### src/rtl/layer_field_ctrl_if.sv
`default_nettype none
// ============================================================================
// Module      : layer_field_ctrl_if
// Description : Layer stream between the layer generator (master) and the
//               field controller (slave): valid/ready handshake plus one row
//               of block map and block type bits.
// Revision    : 1.0 - initial release
// ============================================================================
interface layer_field_ctrl_if #(
   parameter int LAYER_W = 7
);
   logic               layer_valid;
   logic               layer_ready;
   logic [LAYER_W-1:0] layer_map_in;
   logic [LAYER_W-1:0] block_type_in;

   modport master (
      output layer_valid,
      output layer_map_in,
      output block_type_in,
      input  layer_ready
   );

   modport slave (
      input  layer_valid,
      input  layer_map_in,
      input  block_type_in,
      output layer_ready
   );
endinterface
`default_nettype wire

### src/rtl/layer_field_ctrl.sv
`default_nettype none
// ============================================================================
// Module      : layer_field_ctrl
// Description : Game-field controller. Holds NUM_LAYERS rows of LAYER_W cells,
//               fills them from the layer generator, judges character jumps
//               and scrolls the field by one row per successful jump after a
//               millisecond-timed animation phase.
// Revision    : 1.0 - initial release
// ============================================================================
module layer_field_ctrl #(
   parameter int NUM_LAYERS = 5,
   parameter int LAYER_W    = 7,
   parameter int CHAR_LAYER = 3,
   parameter int START_POS  = 3,
   parameter int SHIFT_MS   = 250,
   parameter int FAIL_EMPTY = 1,
   parameter int SCORE_W    = 10
) (
   input  logic                             clk,
   input  logic                             rst,
   input  logic                             module_en,
   input  logic                             one_ms_tick,
   input  logic                             jump_left,
   input  logic                             jump_right,
   layer_field_ctrl_if.slave                lyr,
   output logic [NUM_LAYERS*LAYER_W-1:0]    field_map,
   output logic [NUM_LAYERS*LAYER_W-1:0]    field_type,
   output logic [$clog2(LAYER_W)-1:0]       char_pos,
   output logic                             shifting,
   output logic [$clog2(SHIFT_MS+1)-1:0]    shift_progress,
   output logic                             jump_fail,
   output logic [1:0]                       fail_cause,
   output logic [SCORE_W-1:0]               score
);

   localparam int c_FW = NUM_LAYERS * LAYER_W;
   localparam int c_CW = $clog2(LAYER_W);
   localparam int c_PW = $clog2(SHIFT_MS + 1);
   localparam int c_NW = $clog2(NUM_LAYERS + 1);

   localparam logic [1:0] c_CAUSE_NONE   = 2'd0;
   localparam logic [1:0] c_CAUSE_HAZARD = 2'd1;
   localparam logic [1:0] c_CAUSE_EMPTY  = 2'd2;
   localparam logic [1:0] c_CAUSE_EDGE   = 2'd3;

   typedef enum logic [2:0] {
      ST_INIT   = 3'd0,
      ST_IDLE   = 3'd1,
      ST_SHIFT  = 3'd2,
      ST_WAIT   = 3'd3,
      ST_FAILED = 3'd4
   } state_t;

   state_t              r_state;
   state_t              w_state_next;
   logic [c_NW-1:0]     r_fill;
   logic [c_FW-1:0]     r_map;
   logic [c_FW-1:0]     r_type;
   logic [c_CW-1:0]     r_char;
   logic [c_PW-1:0]     r_prog;
   logic                r_fail;
   logic [1:0]          r_cause;
   logic [SCORE_W-1:0]  r_score;

   logic                w_reset;
   logic                w_ready;
   logic                w_accept;
   logic                w_fill_last;
   logic                w_shift_last;
   logic [LAYER_W-1:0]  w_row_map;
   logic [LAYER_W-1:0]  w_row_type;
   logic                w_jl;
   logic                w_jr;
   logic                w_jump;
   logic                w_edge;
   logic [c_CW-1:0]     w_target;
   logic                w_cell_map;
   logic                w_cell_type;
   logic [1:0]          w_cause;

   // module_en low behaves exactly like rst and overrides everything else
   assign w_reset      = rst || !module_en;
   assign w_ready      = !w_reset && (r_state == ST_INIT || r_state == ST_WAIT);
   assign w_accept     = lyr.layer_valid && w_ready;
   assign w_fill_last  = (r_fill == c_NW'(NUM_LAYERS - 1));
   assign w_shift_last = (r_prog == c_PW'(SHIFT_MS - 1));

   // The landing row is the one just above the character, before any scroll
   assign w_row_map  = r_map[(CHAR_LAYER-1)*LAYER_W +: LAYER_W];
   assign w_row_type = r_type[(CHAR_LAYER-1)*LAYER_W +: LAYER_W];

   // Jump decode and verdict: edge beats hazard beats empty
   always_comb begin
      w_jl        = jump_left && !jump_right;
      w_jr        = jump_right && !jump_left;
      w_jump      = w_jl || w_jr;
      w_target    = w_jl ? (r_char - c_CW'(1)) : (r_char + c_CW'(1));
      w_edge      = (w_jl && (r_char == '0)) ||
                    (w_jr && (r_char == c_CW'(LAYER_W - 1)));
      w_cell_map  = 1'b0;
      w_cell_type = 1'b0;
      if (!w_edge) begin
         w_cell_map  = w_row_map[w_target];
         w_cell_type = w_row_type[w_target];
      end
      w_cause = c_CAUSE_NONE;
      if (w_edge) begin
         w_cause = c_CAUSE_EDGE;
      end else if (w_cell_map && !w_cell_type) begin
         w_cause = c_CAUSE_HAZARD;
      end else if (!w_cell_map && (FAIL_EMPTY != 0)) begin
         w_cause = c_CAUSE_EMPTY;
      end
   end

   // State register
   always_ff @(posedge clk) begin
      if (w_reset) begin
         r_state <= ST_INIT;
      end else begin
         r_state <= w_state_next;
      end
   end

   // Next-state logic
   always_comb begin
      w_state_next = r_state;
      case (r_state)
         ST_INIT: begin
            if (w_accept && w_fill_last) begin
               w_state_next = ST_IDLE;
            end
         end
         ST_IDLE: begin
            if (w_jump) begin
               w_state_next = (w_cause != c_CAUSE_NONE) ? ST_FAILED : ST_SHIFT;
            end
         end
         ST_SHIFT: begin
            if (one_ms_tick && w_shift_last) begin
               w_state_next = ST_WAIT;
            end
         end
         ST_WAIT: begin
            if (w_accept) begin
               w_state_next = ST_IDLE;
            end
         end
         ST_FAILED: w_state_next = ST_FAILED;
         default:   w_state_next = ST_INIT;
      endcase
   end

   // Field contents, character, animation timer, verdict and score
   always_ff @(posedge clk) begin
      if (w_reset) begin
         r_fill  <= '0;
         r_map   <= '0;
         r_type  <= '0;
         r_char  <= c_CW'(START_POS);
         r_prog  <= '0;
         r_fail  <= 1'b0;
         r_cause <= c_CAUSE_NONE;
         r_score <= '0;
      end else begin
         if (w_accept) begin
            r_map  <= {r_map[c_FW-LAYER_W-1:0], lyr.layer_map_in};
            r_type <= {r_type[c_FW-LAYER_W-1:0], lyr.block_type_in};
         end
         case (r_state)
            ST_INIT: begin
               if (w_accept) begin
                  r_fill <= w_fill_last ? '0 : (r_fill + c_NW'(1));
               end
            end
            ST_IDLE: begin
               if (w_jump) begin
                  if (w_cause != c_CAUSE_NONE) begin
                     r_fail  <= 1'b1;
                     r_cause <= w_cause;
                  end else begin
                     r_char <= w_target;
                     r_prog <= '0;
                  end
               end
            end
            ST_SHIFT: begin
               if (one_ms_tick) begin
                  r_prog <= w_shift_last ? '0 : (r_prog + c_PW'(1));
               end
            end
            ST_WAIT: begin
               if (w_accept && (r_score != '1)) begin
                  r_score <= r_score + SCORE_W'(1);
               end
            end
            default: ;
         endcase
      end
   end

   assign lyr.layer_ready = w_ready;
   assign field_map       = r_map;
   assign field_type      = r_type;
   assign char_pos        = r_char;
   assign shifting        = (r_state == ST_SHIFT);
   assign shift_progress  = r_prog;
   assign jump_fail       = r_fail;
   assign fail_cause      = r_cause;
   assign score           = r_score;

endmodule
`default_nettype wire

### src/flat_wrapper.sv
// flat-port wrapper written by rule: the top's interface ports become plain ports
module layer_field_ctrl_flat 
#(
   parameter int NUM_LAYERS = 5,
   parameter int LAYER_W    = 7,
   parameter int CHAR_LAYER = 3,
   parameter int START_POS  = 3,
   parameter int SHIFT_MS   = 250,
   parameter int FAIL_EMPTY = 1,
   parameter int SCORE_W    = 10
)
  (clk, rst, module_en, one_ms_tick, jump_left, jump_right, field_map, field_type, char_pos, shifting, shift_progress, jump_fail, fail_cause, score, lyr_layer_valid, lyr_layer_map_in, lyr_block_type_in, lyr_layer_ready);
  layer_field_ctrl_if #(.LAYER_W(LAYER_W)) lyr_i ();
  input  logic clk;
  input  logic rst;
  input  logic module_en;
  input  logic one_ms_tick;
  input  logic jump_left;
  input  logic jump_right;
  output logic [NUM_LAYERS*LAYER_W-1:0] field_map;
  output logic [NUM_LAYERS*LAYER_W-1:0] field_type;
  output logic [$clog2(LAYER_W)-1:0] char_pos;
  output logic shifting;
  output logic [$clog2(SHIFT_MS+1)-1:0] shift_progress;
  output logic jump_fail;
  output logic [1:0] fail_cause;
  output logic [SCORE_W-1:0] score;
  input wire logic [$bits(lyr_i.layer_valid)-1:0] lyr_layer_valid;
  input wire logic [$bits(lyr_i.layer_map_in)-1:0] lyr_layer_map_in;
  input wire logic [$bits(lyr_i.block_type_in)-1:0] lyr_block_type_in;
  output wire logic [$bits(lyr_i.layer_ready)-1:0] lyr_layer_ready;
  assign lyr_i.layer_valid = lyr_layer_valid;
  assign lyr_i.layer_map_in = lyr_layer_map_in;
  assign lyr_i.block_type_in = lyr_block_type_in;
  assign lyr_layer_ready = lyr_i.layer_ready;
  layer_field_ctrl #(.NUM_LAYERS(NUM_LAYERS), .LAYER_W(LAYER_W), .CHAR_LAYER(CHAR_LAYER), .START_POS(START_POS), .SHIFT_MS(SHIFT_MS), .FAIL_EMPTY(FAIL_EMPTY), .SCORE_W(SCORE_W)) u_core (.clk(clk), .rst(rst), .module_en(module_en), .one_ms_tick(one_ms_tick), .jump_left(jump_left), .jump_right(jump_right), .lyr(lyr_i), .field_map(field_map), .field_type(field_type), .char_pos(char_pos), .shifting(shifting), .shift_progress(shift_progress), .jump_fail(jump_fail), .fail_cause(fail_cause), .score(score));
endmodule
### config.mk
export PLATFORM = sky130hd
export DESIGN_NAME = layer_field_ctrl_flat
export DESIGN_NICKNAME = d
export VERILOG_FILES = /design/src/rtl/layer_field_ctrl_if.sv /design/src/rtl/layer_field_ctrl.sv /design/src/flat_wrapper.sv
export SDC_FILE = /design/constraint.sdc
export NUM_CORES = 1
export LEC_CHECK = 0
export ABC_AREA = 1
export CORE_MARGIN = 2
export CORE_UTILIZATION = 30
export DETAILED_ROUTE_END_ITERATION = 7
export GPL_ROUTABILITY_DRIVEN = 1
export GPL_TIMING_DRIVEN = 0
export PLACE_DENSITY = 0.52
export SETUP_SLACK_MARGIN = 0.2
export SKIP_CTS_REPAIR_TIMING = 1
export SLEW_MARGIN = 0
export SYNTH_ARGS = -nofsm -noshare
export SYNTH_HDL_FRONTEND = slang
export SYNTH_SLANG_ARGS = --single-unit
### constraint.sdc
create_clock -name clk -period 8.5 [get_ports clk]
set_clock_uncertainty 0.1 [all_clocks]
set_input_delay 2.55 -clock clk [delete_from_list [all_inputs] [get_ports clk]]
set_output_delay 2.55 -clock clk [all_outputs]
set_load 0.01 [all_outputs]
==> summary.md, run 1 <==
| Metric | Value |
|---|---|
| CTS H-tree depth | 3 |
| Critical Path RT | around 6 ns |
| Row cnt | 44 |
| Area leader, netlist | dfxtp_1 |
| Reg clk slew, reported paths | approximately 0.070 ns |
| # diodes | 0 |
| Util after Layout | 0.4218 |
| CTS sink count | 100 |
| Maximum Capacitance Violations | 0 |
| PwrDens | approximately 160 mW/mm2 |
| Number of synthesized flops with an enable pin | 0 |
| Seq/Total Area, Yosys | 0.4587 |
| I/O Pins | roughly 120 |
| Avg WL per Cell | 14.06 um |
| Post-synthesis cell count | around 590 |
| Die W | ~120 um |
| P_sw | between 0.0002 and 0.00025 W |
| Critical-path top delay cell | clkdlybuf4s50_1 |
| RSZ-0062 raised after global routing | no |
| Count leader, synth | nand2_1 |
| Gr usage total | 0.1684 |
| Crit share post-route | 0.8448 |
| Flop and latch count out of synthesis | 100 |
| Total vias in the final route | between 4k and 5k |
| Mean post-synth cell area | between 7 and 8 um2 |
| Synth Net Count | 614 |
| Die H | 124.6 um |
| Layout cells sized above 1 | 0.08368 |
| CTS tree | built |
| Clock power frac | 0.448 |
| Setup TNS | 0 ns |
| Post-route ant nets | 0 |
| Post-synthesis cell type count | 36 |
| Clock Path Buffers | 2 |
| Critical path type | primary input to primary output |
| Worst path arrival time | 4.53 ns |
| Cell family with the largest share of critical-path delay | buffers and inverters |
| Die area | approximately 0.016 mm2 |
| Area contributors post-synth | dfxtp_1, nand2_1, nand3_1 |
| Post-synth ARST share | 0 |
| Worst-path fanout max | 10 |
| Clock root cell | clkbuf_16 |
| Mapped Area | around 0.0044 mm2 |
| Initial Utilization | 0.3037 |
| Num CTS Buffers | 9 |
| Slew @ Worst Pin | 0.5681 ns |
| Outcome | complete, no violations |
| Floorplan core area | 0.01437 mm2 |
| Power Internal | between 0.0007 and 0.0008 W |
| Synth top cells by count | nand2_1, dfxtp_1, nand3_1 |
| Worst vdd ir | 0.1021 mV |
| Pin count of the biggest net entering global routing | 19 |
| Worst Setup Slack, final | 1.319 ns |
| Nets@finish | ~740 |
| Post-DP HPWL | slightly below 10 mm |
| Worst rel slew slack | 0.6213 |
| CP Launch Type | primary input |
| Switch share | 0.2412 |
| Initial antenna violation count | 0 |
| Number of global-route vias before repair | 4209 |
| Setup-violating endpoint count in the final report | 0 |
| Share of the synthesized area in the top cell type | 0.4587 |
| Static leakage | between 2 and 2.5 nW |
| Final min period | between 7 and 8 ns |
| Vias per inst | around 4.7 |
| Worst Hold Class | register to register |
| Yosys warns | 0 |
| Max frequency | 0.1393 GHz |
| First-pass DRT Iterations | 4 |
| Pre-CTS setup slack | ~1.3 ns |
| Total grt overflow | 0 |
| Worst Path Buf+Inv | 5 |
| Area delta synth->final | 38.88% |
| Routability cong. | 0.8177 |
| Slew Limit Fails | 0 |
| PortBufs | 116 |
| Worst-Skew Late Latency | ~0.35 ns |
| First-pass GRT wire length | ~21 mm |
| CP cell instances | clkdlybuf4s50_1 -> inv_1 -> nor2_4 -> inv_1 -> clkbuf_1 -> nor2_1 -> clkdlybuf4s50_1 |
| Gate power share | 0.058 |
| Detailed Route WL | roughly 13 mm |
| Sequential Power Share | 0.494 |
| Final Hold Fails | 0 |
| Worst path max stage delay | approximately 0.56 ns |
| Main synth FF type | dfxtp_1 |
| Critical Path Sink Type | primary output |
| DRC errors left | 0 |
| Drt initial violations | 216 |
## power groups by stage
stage,logic (W),clock network (W),registers (W)
after detailed placement,0.0000567,0,0.000484
after floorplan,0.0000279,0,0.000485
final,0.0000559,0.000429,0.000473
after global placement,0.0000557,0,0.000484
after global routing,0.0000622,0.000464,0.000473
after CTS,0.0000568,0.000442,0.000473
## stage by stage
stage | std cells | total power [W] | cell area, um2 | hold WS (ns)
3_5_place_dp | 885 | 0.0005409 | 5756 | 0.3585
5_1_grt | 901 | 0.0009992 | 6061 | 0.3820
3_3_place_gp | 885 | 0.0005398 | 5756 | 0.3520
6_report | 901 | 0.0009578 | 6061 | 0.3643
4_1_cts | 901 | 0.0009716 | 6061 | 0.3692
2_1_floorplan | 585 | 0.0005130 | 4364 | 0.3512
## final cells by class
type | instances | area [um2]
buffer | 29 | 157.7
clock buffer | 9 | 225.2
clock inverter | 7 | 80.08
fill | 1464 | 8308
inverter | 57 | 214.0
multi-input combinational | 399 | 1991
sequential | 100 | 2002
tap | 184 | 230.2
timing repair buffer | 116 | 1161
## cell usage in the layout (no fill, tap or decap), types with 7 or more instances in the layout
| master | count |
|---|---|
| nand2_1 | 149 |
| clkdlybuf4s50_1 | 116 |
| dfxtp_1 | 100 |
| nand3_1 | 78 |
| inv_1 | 51 |
| o21ai_0 | 47 |
| a21oi_1 | 41 |
| nor2_1 | 28 |
| buf_2 | 10 |
| clkbuf_1 | 9 |
| clkbuf_16 | 9 |
| nand4_1 | 8 |
| ha_1 | 7 |
## tightest hold or removal path, delay by kind of cell (launching register included)
| family | cells | cell delay (ns) |
|---|---|---|
| and+or+nand+nor | 2 | 0.11 |
| DFF | 1 | 0.31 |
## metal layers
layer  routed length (um)  GRT usage  up-vias
met1                 6010     0.2214     1983
met3                  531    0.03866       12
met5                    0          0        -
met2                 5960     0.2732       84
met4                  165    0.05552        0
li1                     -          -     2163
## state kept, by name (all words and copies together), names as in the netlist
name	count
u_core.jump_fail	1
u_core.char_pos	3
u_core.score	10
u_core.field_type	35
u_core.shift_progress	8
u_core.field_map	35
u_core.r_state	3
u_core.r_fill	3
u_core.fail_cause	2
## final timing paths
kind                         from                  endpoint  slack (ns)  depth (start not counted)
min          u_core.field_map[34]      u_core.field_map[34]        0.36                          2
max                     module_en           lyr_layer_ready        1.32                          7
max reg2reg    u_core.char_pos[0]  u_core.shift_progress[7]        5.92                         12
min reg2reg  u_core.field_map[34]      u_core.field_map[34]        0.36                          2
## cell families after synthesis
logic type / share of synthesized area
XOR/XNOR: 0.01204
AND/OR/NAND/NOR: 0.3002
flip-flops: 0.4587
adder cells (fa/ha/maj): 0.02466
AO/OA/AOI/OAI: 0.1193
buffers and inverters: 0.08515
No activity file was read; power rests on OpenSTA's default activity.
==> run 2, diff against run 1 <==
clock period = 7 ns   (was 8.5 ns; I/O delays follow)
==> results of run 2 <==
The final DEF is identical to that of run 1. Status: complete, no violations.
Among the figures that moved: setup slack after placement 1.276 ns -> 0.6759 ns; setup slack after layout 1.319 ns -> 0.7191 ns; register-to-register setup slack 5.92 ns -> 4.42 ns; total power 0.0009578 W -> 0.001163 W; worst IR drop on VDD 0.1021 mV -> 0.1240 mV
